==> config.mk <==
export PLATFORM = sky130hd
export DESIGN_NAME = counter_uart_reporter
export DESIGN_NICKNAME = d
export VERILOG_FILES = /design/src/rtl/counter_report_pkg.sv /design/src/rtl/bin2bcd_seq.sv /design/src/rtl/counter_uart_reporter.sv
export SDC_FILE = /design/constraint.sdc
export NUM_CORES = 1
export LEC_CHECK = 0
export CORE_MARGIN = 8
export CORE_UTILIZATION = 49
export DETAILED_ROUTE_END_ITERATION = 8
export PLACE_DENSITY = 0.73
export SLEW_MARGIN = 20
export SYNTH_ARGS = -nofsm -noshare
export SYNTH_HDL_FRONTEND = slang
export SYNTH_SLANG_ARGS = --single-unit
==> constraint.sdc <==
create_clock -name clk -period 1.6 [get_ports clk]
set_input_delay 0.32 -clock clk [delete_from_list [all_inputs] [get_ports clk]]
set_output_delay 0.32 -clock clk [all_outputs]
set_load 0.1 [all_outputs]
==> src/rtl/counter_report_pkg.sv <==
// counter_report_pkg: shared FSM states and ASCII constants for the counter UART reporter
package counter_report_pkg;
    typedef enum logic [1:0] {IDLE, CAPTURE, CONVERT, SEND} report_state_t;
    localparam logic [7:0] ASCII_0  = 8'h30;
    localparam logic [7:0] ASCII_CR = 8'h0D;
    localparam logic [7:0] ASCII_LF = 8'h0A;
    localparam logic [7:0] ASCII_SP = 8'h20;
    localparam int MSG_LEN = 6;
endpackage

==> src/rtl/bin2bcd_seq.sv <==
// bin2bcd_seq: iterative double-dabble, one bit per cycle, W cycles per conversion
module bin2bcd_seq #(
    parameter int W = 14,
    parameter int D = 4
) (
    input  logic           clk,
    input  logic           rst,
    input  logic           start,
    input  logic [W-1:0]   bin,
    output logic           done,
    output logic [4*D-1:0] bcd,
    output logic [4*D-1:0] bcd_nxt
);
    localparam int CW = $clog2(W);

    logic [W-1:0]   sh;
    logic [CW-1:0]  cnt;
    logic           run;
    logic [4*D-1:0] adj;

    // done marks the cycle whose closing edge performs the final shift; bcd_nxt is that result
    assign done = run && (cnt == CW'(W - 1));

    // add-3 correction of every nibble >= 5, then shift the next binary bit in
    always_comb begin
        adj = bcd;
        for (int i = 0; i < D; i++)
            adj[4*i +: 4] = (bcd[4*i +: 4] >= 4'd5) ? bcd[4*i +: 4] + 4'd3 : bcd[4*i +: 4];
        bcd_nxt = (4*D)'({adj, sh[W-1]});
    end

    // conversion registers: start loads the operand and clears the result
    always_ff @(posedge clk or negedge rst) begin
        if (!rst) begin
            sh  <= '0;
            bcd <= '0;
            cnt <= '0;
            run <= 1'b0;
        end else if (start) begin
            sh  <= bin;
            bcd <= '0;
            cnt <= '0;
            run <= 1'b1;
        end else if (run) begin
            sh  <= sh << 1;
            bcd <= bcd_nxt;
            cnt <= cnt + 1'b1;
            run <= !done;
        end
    end
endmodule

==> src/rtl/counter_uart_reporter.sv <==
// counter_uart_reporter: sends a clamped counter snapshot as "DDDD\r\n" to the UART TX FIFO (LEADING_ZERO_BLANK_EN blanks leading zeros)
module counter_uart_reporter
    import counter_report_pkg::*;
#(
    parameter int CNT_W   = 14,
    parameter int DIGITS  = 4,
    parameter int MAX_VAL = 9999
) (
    input  logic             clk,
    input  logic             rst,
    input  logic [CNT_W-1:0] i_counter,
    input  logic             i_req,
    input  logic             i_tx_full,
    output logic             o_push,
    output logic [7:0]       o_push_data,
    output logic             o_busy
);
    report_state_t         state, state_nxt;
    logic                  pending;
    logic [2:0]            idx;
    logic [CNT_W-1:0]      snap;
    logic                  conv_done;
    logic [4*DIGITS-1:0]   bcd, bcd_nxt;

    function automatic logic [7:0] fmt(input logic [4*DIGITS-1:0] b, input logic [2:0] i);
        int k;
        logic [3:0] d;
        logic blank;
        k = (int'(i) < DIGITS) ? DIGITS - 1 - int'(i) : 0;
        d = b[4*k +: 4];
`ifdef LEADING_ZERO_BLANK_EN
        blank = (k != 0) && ((b >> (4*k)) == '0);
`else
        blank = 1'b0;
`endif
        return (int'(i) < DIGITS) ? (blank ? ASCII_SP : ASCII_0 + {4'h0, d}) :
               (int'(i) == DIGITS) ? ASCII_CR : ASCII_LF;
    endfunction

    assign snap   = (i_counter > CNT_W'(MAX_VAL)) ? CNT_W'(MAX_VAL) : i_counter;
    assign o_push = (state == SEND) && !i_tx_full;
    assign o_busy = (state != IDLE);

    bin2bcd_seq #(.W(CNT_W), .D(DIGITS)) u_conv (
        .clk    (clk),
        .rst    (rst),
        .start  (state == CAPTURE),
        .bin    (snap),
        .done   (conv_done),
        .bcd    (bcd),
        .bcd_nxt(bcd_nxt)
    );

    // report sequencing: a pending request restarts capture straight from IDLE
    always_comb begin
        state_nxt = state;
        unique case (state)
            IDLE:    state_nxt = (i_req || pending) ? CAPTURE : IDLE;
            CAPTURE: state_nxt = CONVERT;
            CONVERT: state_nxt = conv_done ? SEND : CONVERT;
            SEND:    state_nxt = (o_push && idx == 3'(MSG_LEN - 1)) ? IDLE : SEND;
            default: state_nxt = IDLE;
        endcase
    end

    // state register
    always_ff @(posedge clk or negedge rst) begin
        if (!rst) state <= IDLE;
        else      state <= state_nxt;
    end

    // one-deep request memory; IDLE always consumes it
    always_ff @(posedge clk or negedge rst) begin
        if (!rst)                pending <= 1'b0;
        else if (state == IDLE)  pending <= 1'b0;
        else if (i_req)          pending <= 1'b1;
    end

    // byte index and registered output byte, preloaded so byte 0 is valid on entry to SEND
    always_ff @(posedge clk or negedge rst) begin
        if (!rst) begin
            idx         <= '0;
            o_push_data <= 8'h00;
        end else if (state == CONVERT && conv_done) begin
            idx         <= '0;
            o_push_data <= fmt(bcd_nxt, 3'd0);
        end else if (o_push) begin
            idx         <= idx + 3'd1;
            o_push_data <= fmt(bcd, idx + 3'd1);
        end
    end
endmodule
==> impl_metrics.py <==
metrics = {
    "drt": {
        "wl_met3_um": 272,
        "routed_wirelength_mm": 5.84,
        "route.detailed.drc": 0,
        "routed-via-count": 2056,
        "wl_met1_mm": 2.48,
        "dr_wl_met2_mm": 3.01,
        "wire_per_inst_um": 15.3,
        "ant_nets": 0,
        "detail_route.vias_per_cell": 5.40,
        "top_layer_used": "met4",
        "drt-initial-drc-count": 176,
        "dr.pass1.iters": 4,
    },
    "cts": {
        "htreeDepth": 2,
        "cts.clk_slew.worst_paths_ns": 0.09,
        "numCtsBuffers": 5,
        "cts_buffer_depth": 2,
        "cts_tree": "done",
        "clock_sinks": 46,
        "clk_latency_ns": 0.30,
        "cts_root_buf": "clkbuf_8",
    },
    "placed_design": {
        "dp_hpwl_mm": 4.07,
        "place.port_buffers": 25,
        "placed_area_um2": 3180,
        "dp_slack_ns": -0.168,
        "place.gp.congestion": 0.797,
    },
    "floorplan": {
        "dieHeight_um": 89.5,
        "core_area_um2": 5170,
        "die_w_um": 89.5,
        "die-area_um2": 8000,
        "rows": 26,
        "start_util": 0.511,
        "io_pins": 28,
    },
    "sta": {
        "period_share": 0.987,
        "post-route-min-period_ns": 1.58,
        "hold_viol": 0,
        "skew_ns": 0.00232,
        "finalSetupViolations": 0,
        "setup_tns_ns": 0,
        "rsz0062_at_grt": "true",
        "setup_ws_ns": 0.0215,
        "fmax_mhz": 634,
        "drv_slew": 0,
        "holdWs_ns": 0.465,
    },
    "global_route": {
        "antenna_found_initial": 0,
        "grt_pass1_vias": 2211,
        "overflow": 0,
        "track_usage": 0.162,
        "grt_max_degree": 46,
        "grt_pass1_wl_mm": 10.2,
    },
    "pwr": {
        "power.share.sequential": 0.291,
        "peakVddDrop_v": 0.000935,
        "swShare": 0.421,
        "p_int_mw": 4.40,
        "power_density_nw_per_um2": 2170,
        "p_clk_frac": 0.141,
        "switching_power_mw": 3.20,
        "comb_power_share": 0.567,
        "p_leak_nw": 1.52,
    },
    "synth": {
        "ys_warn_count": 0,
        "synth_top_area_cell": "dfrtp_1",
        "syn_inst": 260,
        "yosysTopAreaCellShare": 0.435,
        "synth_seq_area_share": 0.435,
        "synth_edf_count": 0,
        "syn_area_um2": 2650,
        "synth_ff_type": "dfrtp_1",
        "ys_types": 44,
        "ys_ff_latch": 46,
        "synth_area_leaders": "dfrtp_1, ha_1, mux2i_1, mux4_2, nor2_1",
        "async_flop_share": 1.00,
        "avgSynthCellArea_um2": 10.2,
    },
    "critical_path": {
        "crit_path_start_kind": "register",
        "cp_max_fo": 4,
        "cp-end-kind": "register",
        "r2r-start": "idx[0]$_DFFE_PN0P_",
        "cp.required_ns": 1.79,
        "critical_path_arrival_ns": 1.77,
        "path_class": "reg -> reg",
        "crit_path_start": "idx[0]$_DFFE_PN0P_",
    },
    "layout": {
        "final_common_cell": "dfrtp_1",
        "antennaDiodeCount": 0,
        "register_area_um2": 1160,
        "multi_input_area_um2": 1430,
        "final_cell_area_um2": 3500,
        "final_nets": 340,
        "areaGrowthSynthToFinish_pct": 32.3,
        "fillers": 398,
        "layout_common_cells": "dfrtp_1, buf_4, nor2_1, nand2_1, clkdlybuf4s50_1",
        "drive_gt1_frac": 0.299,
    },
    "flow_run": {
        "maxCapViolCount": 0,
    },
    "outcome": {
        "status": "finished, final reports clean",
    },
    "worst_hold_path": {
        "worstHoldPathType": "in -> async",
    },
}
[synth_stat cells, types with 3 or more instances]
| library cell | n |
|---|---|
| a21oi_1 | 8 |
| a2bb2oi_1 | 7 |
| a31oi_1 | 3 |
| buf_2 | 9 |
| buf_4 | 5 |
| dfrtp_1 | 46 |
| ha_1 | 12 |
| inv_1 | 16 |
| mux2_2 | 4 |
| mux2i_1 | 14 |
| mux4_2 | 4 |
| nand2_1 | 18 |
| nand2b_1 | 6 |
| nand3_1 | 10 |
| nand3b_1 | 5 |
| nor2_1 | 21 |
| nor3_1 | 3 |
| nor3b_1 | 3 |
| o211ai_1 | 3 |
| o21ai_0 | 11 |
| o21ai_1 | 9 |
| o22ai_2 | 4 |
| or3_1 | 4 |
| xnor2_1 | 6 |
| xor2_1 | 6 |
[path summary, 6_finish.rpt]
| check | to | slack (ns) | cells after the start |
|---|---|---|---|
| worst max register to register | o_push_data[1]$_DFFE_PN0P_ | 0.02 | 4 |
| max in group asynchronous | state[1]$_DFF_PN0_ | 0.63 | 3 |
| worst max-delay path | o_push_data[1]$_DFFE_PN0P_ | 0.02 | 4 |
| min in group clk | pending$_DFFE_PN0P_ | 0.49 | 2 |
| worst min-delay path | u_conv.bcd[11]$_DFFE_PN0P_ | 0.46 | 2 |
| worst min register to register | pending$_DFFE_PN0P_ | 0.49 | 2 |
[registers in the layout, indices dropped and copies added (netlist names)]
register / cells
idx: 3
o_push_data: 5
pending: 1
state: 2
u_conv.bcd: 16
u_conv.cnt: 4
u_conv.run: 1
u_conv.sh: 14
[power by group through the flow]
stage / clock network [mW] / logic [mW] / registers (mW)
3_3_place_gp: 0 / 3.86 / 2.15
6_report: 1.07 / 4.31 / 2.21
5_1_grt: 1.13 / 4.70 / 2.29
2_1_floorplan: 0 / 2.42 / 2.46
3_5_place_dp: 0 / 3.98 / 2.18
4_1_cts: 1.09 / 4.11 / 2.18
[kinds of logic after synthesis]
kind of cell             after synthesis  share of synthesized area
multiplexers                          22                      0.104
AO/OA/AOI/OAI                         56                      0.148
AND/OR/NAND/NOR                       78                      0.154
buffers and inverters                 33                     0.0610
XOR/XNOR                              12                     0.0397
adder cells (fa/ha/maj)               12                     0.0568
flip-flops                            46                      0.435
other                                  1                    0.00142
[area by class of cell]
type / instances / share of cell area
Multi-Input combinational cell: 182 / 0.408
Inverter: 17 / 0.0190
Clock buffer: 6 / 0.0236
Clock inverter: 2 / 0.0172
Tap cell: 70 / 0.0250
Sequential cell: 46 / 0.330
Timing Repair Buffer: 58 / 0.176
[layer usage]
layer,vias up,global-route usage
met5,-,0
met4,0,0.0589
met3,7,0.0294
met2,50,0.290
met1,998,0.189
li1,1001,-
[worst max-delay path, cell delays in order (launching register included)]
cell and delay (ns):
dfrtp_1 0.43, ha_4 0.32, mux4_2 0.50, o21ai_1 0.14, nand3_1 0.08
[repair_timing]
action                     CTS  global route
hold endpoints to repair    15             0
resized for setup           10            18
setup endpoints to repair    5            10
setup buffers                1             8
hold buffers                 1             0
pin swaps                    0             5
[through the flow]
| stage | power (mW) | instances | utilization |
|---|---|---|---|
| 2_1_floorplan | 4.87 | 261 | - |
| 3_3_place_gp | 6.01 | 363 | 0.614 |
| 3_5_place_dp | 6.15 | 363 | 0.614 |
| 4_1_cts | 7.38 | 373 | 0.655 |
| 5_1_grt | 8.12 | 381 | 0.676 |
| 6_report | 7.59 | 381 | 0.676 |
Power figures use the tool's default switching activity.
==> RTL edit 1, RTL diff (same settings) <==
Build with the macro `LEADING_ZERO_BLANK_EN` defined.
--- a/src/rtl/counter_uart_reporter.sv
+++ b/src/rtl/counter_uart_reporter.sv
@@ -1,4 +1,6 @@
 // counter_uart_reporter: sends a clamped counter snapshot as "DDDD\r\n" to the UART TX FIFO (LEADING_ZERO_BLANK_EN blanks leading zeros)
+`define LEADING_ZERO_BLANK_EN
+
 module counter_uart_reporter
     import counter_report_pkg::*;
 #(
Function: no difference found for any inputs over 10 cycles, from zero or initial values and one cycle with rst low; that may be too few to reach the edited logic, so the function may still have changed.
==> RTL edit 1 against the original RTL <==
- the run now ends with negative setup slack left
- routed wire length is 16% higher
- synthesized area is 4.5% higher
- clock power is 15% lower
- sequential share of layout area is 1.6 points lower
- synthesized cell count is 8.1% higher
- cell area is 7.5% higher
- sequential cell count is 1 higher
- worst setup slack worse by 0.25 ns
- clock skew is 0.0043 ns higher
- power is 18% higher
- via count is 16% higher
- critical path type unchanged
- highest routed layer unchanged
==> RTL edit 1: results (changes against the original RTL) <==
met2 WL 3.27 mm (+8.9%); Critical Path Slowest Stage Cell dfrtp_2; internal power 4.93 mW (+12%); Area Overhead vs Synth 36.1%; post-synthesis cell type count 52 (+18%); max incr delay on CP 0.47 ns (-0.03 ns); met2 Usage GRT 25.4% (-3.6 points); dpl ws -0.137 ns (+0.0306 ns); Critical path origin idx[0]$_DFFE_PN0P_; sequential element share of the synthesized area 42.6% (-0.97 points); nets 375 (+10%); VDD IR max 0.00116 V (+24%); Layout fillers 419 (+5.3%); CP top delay family flip-flops; failing checks negative setup slack; number of placement rows 27 (+3.8%); Area after DPL 3460 sq um (+8.8%); worst-path maximum fanout 5 (+1); Vias 2,392 (+16%); Post-Route WL 6.79 mm (+16%); HPWL after DPL 4.57 mm (+12%); P_seq 2.38 mW (+8%); PostCTS Resize Cnt 8 (-2); CP Data Arrival Time 2.03 ns (+0.26 ns); Combinational Power Share 63.4% (+6.7 points); Setup crit end o_push_data[0]$_DFFE_PN0P_; first-pass GRT wire length 10.9 mm (+7.0%); worst hold slack 0.444 ns (-0.0210 ns); synth top area cells dfrtp_1, mux2i_1, ha_1; outcome complete, but fails checks; layout cells sized above 1 30.3% (+0.44 points); Fin Setup TNS -0.587 ns (-0.587 ns); Leak 1.68 nW (+11%); Initial DRC Count 186 (+5.7%); Setup violations, final 5 (+5); GRT Total Usage 15.6% (-0.59 points); M1 GR Usage 19.6% (+0.70 points); vias in the first global route 2,344 (+6.0%); # placed instances 401 (+10%); setup ws final -0.231 ns (-0.253 ns); DR WL met3 387 um (+42%); Sw Ratio 45.1% (+3.0 points); Post-synth top cells dfrtp_1, mux2i_1, nor2_1, nand2_1, inv_1; cell count after synthesis 281 (+8.1%)
RTL edit 1: cell types whose count changed after synthesis, sizes merged, moves of 4 or more:
| cell | change |
|---|---|
| nand2 | +4 |
| mux2 | -4 |
| buf | -5 |
| mux2i | +12 |
| a21oi | +5 |
| clkbuf | +6 |
| o21ai | -5 |
RTL edit 1: cells by family (layout without fill, tap and decap cells):
group                    Yosys count  in the layout  share of synthesized area [%]
XOR/XNOR                          11             11                           4.03
adder cells (fa/ha/maj)           12             12                           5.43
AO/OA/AOI/OAI                     66             66                           15.6
AND/OR/NAND/NOR                   81             81                           14.5
buffers and inverters             34             98                           5.70
other                              1              2                          0.136
flip-flops                        47             47                           42.6
multiplexers                      29             29                           12.0
RTL edit 1: final cells by class:
class,count,area share (%)
clock buffers,5,1.83
multi-input cells,201,41.9
well taps,72,2.39
flip-flops and latches,47,31.4
inverters,17,1.83
repair buffers,73,19.4
clock inverters,3,1.26
==> RTL edit 2, RTL diff (same settings) <==
Without the edit above. Re-encode `report_state_t` (4 states) as one-hot, 4 bits wide.
--- a/src/rtl/counter_report_pkg.sv
+++ b/src/rtl/counter_report_pkg.sv
@@ -1,6 +1,6 @@
 // counter_report_pkg: shared FSM states and ASCII constants for the counter UART reporter
 package counter_report_pkg;
-    typedef enum logic [1:0] {IDLE, CAPTURE, CONVERT, SEND} report_state_t;
+    typedef enum logic [3:0] {IDLE = 4'b0001, CAPTURE = 4'b0010, CONVERT = 4'b0100, SEND = 4'b1000} report_state_t;
     localparam logic [7:0] ASCII_0  = 8'h30;
     localparam logic [7:0] ASCII_CR = 8'h0D;
     localparam logic [7:0] ASCII_LF = 8'h0A;
Behaviour: no difference found for any inputs over 10 cycles, from zero or initial values and one cycle with rst low; not proved beyond that.
==> RTL edit 2 against the original RTL <==
- the run now ends with negative setup slack left
- cell area rose by 2.6%
- first-iteration DRC count fell by 21%
- power fell by 13%
- worst setup slack got worse by 0.14 ns
- routed wire length fell by 1.8%
- sequential cell count rose by 2
- synthesized area rose by 3.5%
- count of clock-buffer cells in the layout rose by 1
- highest routed layer unchanged
==> RTL edit 2: results (changes against the original RTL) <==
outcome complete, but fails checks; failing checks negative setup slack; met2 Usage GRT 24.2% (-4.8 points); Fin Setup TNS -0.301 ns (-0.301 ns); met3 GRT Util 3.91% (+0.97 points); Critical Path Slowest Stage Cell dfrtp_1; wire per inst 14.3 um (-6.5%); Critical path origin state[2]$_DFF_PN0_; clock skew 0.00971 ns (+0.00740 ns); vias in the first global route 2,152 (-2.7%); first-pass GRT wire length 9.78 mm (-4.2%); Area after DPL 3270 sq um (+3.0%); GRT Total Usage 14.2% (-2.1 points); VDD IR max 0.000734 V (-22%); layout cells sized above 1 26.8% (-3.1 points); setup ws final -0.118 ns (-0.139 ns); Post-synth top cells dfrtp_1, nor2_1, mux2i_1, nand2_1, inv_1; nets 357 (+5.0%); R2R depth 6 (+2); post-synthesis cell type count 39 (-11%); synth top area cells dfrtp_1, mux2i_1, ha_1; CP Data Arrival Time 1.40 ns (-0.37 ns); reg2reg setup slack -0.04 ns (-0.06 ns); Leak 1.66 nW (+9.4%); Initial DRC Count 139 (-21%); max incr delay on CP 0.42 ns (-0.08 ns); reg2reg end o_push_data[2]$_DFFE_PN0P_; Setup violations, final 5 (+5)
## RTL edit 2: what timing repair did
item,4_1_cts,5_1_grt
buffers inserted,2,14
resized for setup,8,22
endpoints found under the setup margin,5,25
pin swaps,6,7
cloned,0,0
hold endpoints to repair,15,0
hold buffers,1,0
## RTL edit 2: cells by family (layout without fill, tap and decap cells)
group,after synthesis,count (layout),synth area share [%]
AND/OR/NAND/NOR,76,76,14.2
other,1,2,0.137
adder cells (fa/ha/maj),12,12,5.49
multiplexers,29,29,12.1
AO/OA/AOI/OAI,57,57,13.3
XOR/XNOR,13,13,4.85
buffers and inverters,34,91,6.08
flip-flops,48,48,43.9
## RTL edit 2: worst min path at each step
| stage | to | cells past startpoint | slack (ns) | startpoint |
|---|---|---|---|---|
| 3_5_place_dp | o_push_data[0]$_DFFE_PN0P_ | 1 | 0.30 | rst |
| 4_1_cts | o_push_data[0]$_DFFE_PN0P_ | 2 | 0.50 | rst |
| 5_1_grt | u_conv.bcd[3]$_DFFE_PN0P_ | 2 | 0.54 | rst |
| 6_report | u_conv.bcd[3]$_DFFE_PN0P_ | 2 | 0.49 | rst |
| 2_1_floorplan | idx[0]$_DFFE_PN0P_ | 0 | 0.02 | rst |
| 3_3_place_gp | o_push_data[0]$_DFFE_PN0P_ | 1 | 0.30 | rst |
## RTL edit 2: through the flow
| step | std cells | util, % |
|---|---|---|
| floorplan | 271 | - |
| global placement | 375 | 60.2 |
| detailed placement | 375 | 60.2 |
| CTS | 386 | 62.9 |
| global route | 400 | 66.0 |
| finish | 400 | 66.0 |
## RTL edit 2: power by group
| group | total, mW | internal [mW] | switching (mW) |
|---|---|---|---|
| Sequential | 2.21 | 1.74 | 0.462 |
| Combinational | 3.69 | 1.81 | 1.87 |
| Clock | 0.695 | 0.307 | 0.388 |
| Total | 6.59 | 3.87 | 2.72 |
## RTL edit 2: worst reg2reg max path, delay by kind of cell (launching register included)
family / cells / cell delay (ns)
adder cells (fa/ha/maj): 1 / 0.19
multiplexers: 1 / 0.47
AO/OA/AOI/OAI: 2 / 0.17
flip-flops: 1 / 0.45
AND/OR/NAND/NOR: 1 / 0.08
XOR/XNOR: 1 / 0.16
## RTL edit 2: final cells by class
type	count	area [sq um]	share of cell area (%)
repair buffers	67	687	19.1
flip-flops and latches	48	1210	33.7
clock inverters	1	5.00	0.139
multi-input cells	189	1460	40.8
clock buffers	7	76.3	2.13
well taps	72	90.1	2.51
inverters	16	60.1	1.67
## RTL edit 2: per-layer routing
layer | share of wire (%) | vias up
met3 | 3.5 | 6
met1 | 44 | 1024
met4 | 1.1 | 0
li1 | - | 1049
met2 | 51 | 39
met5 | 0 | -
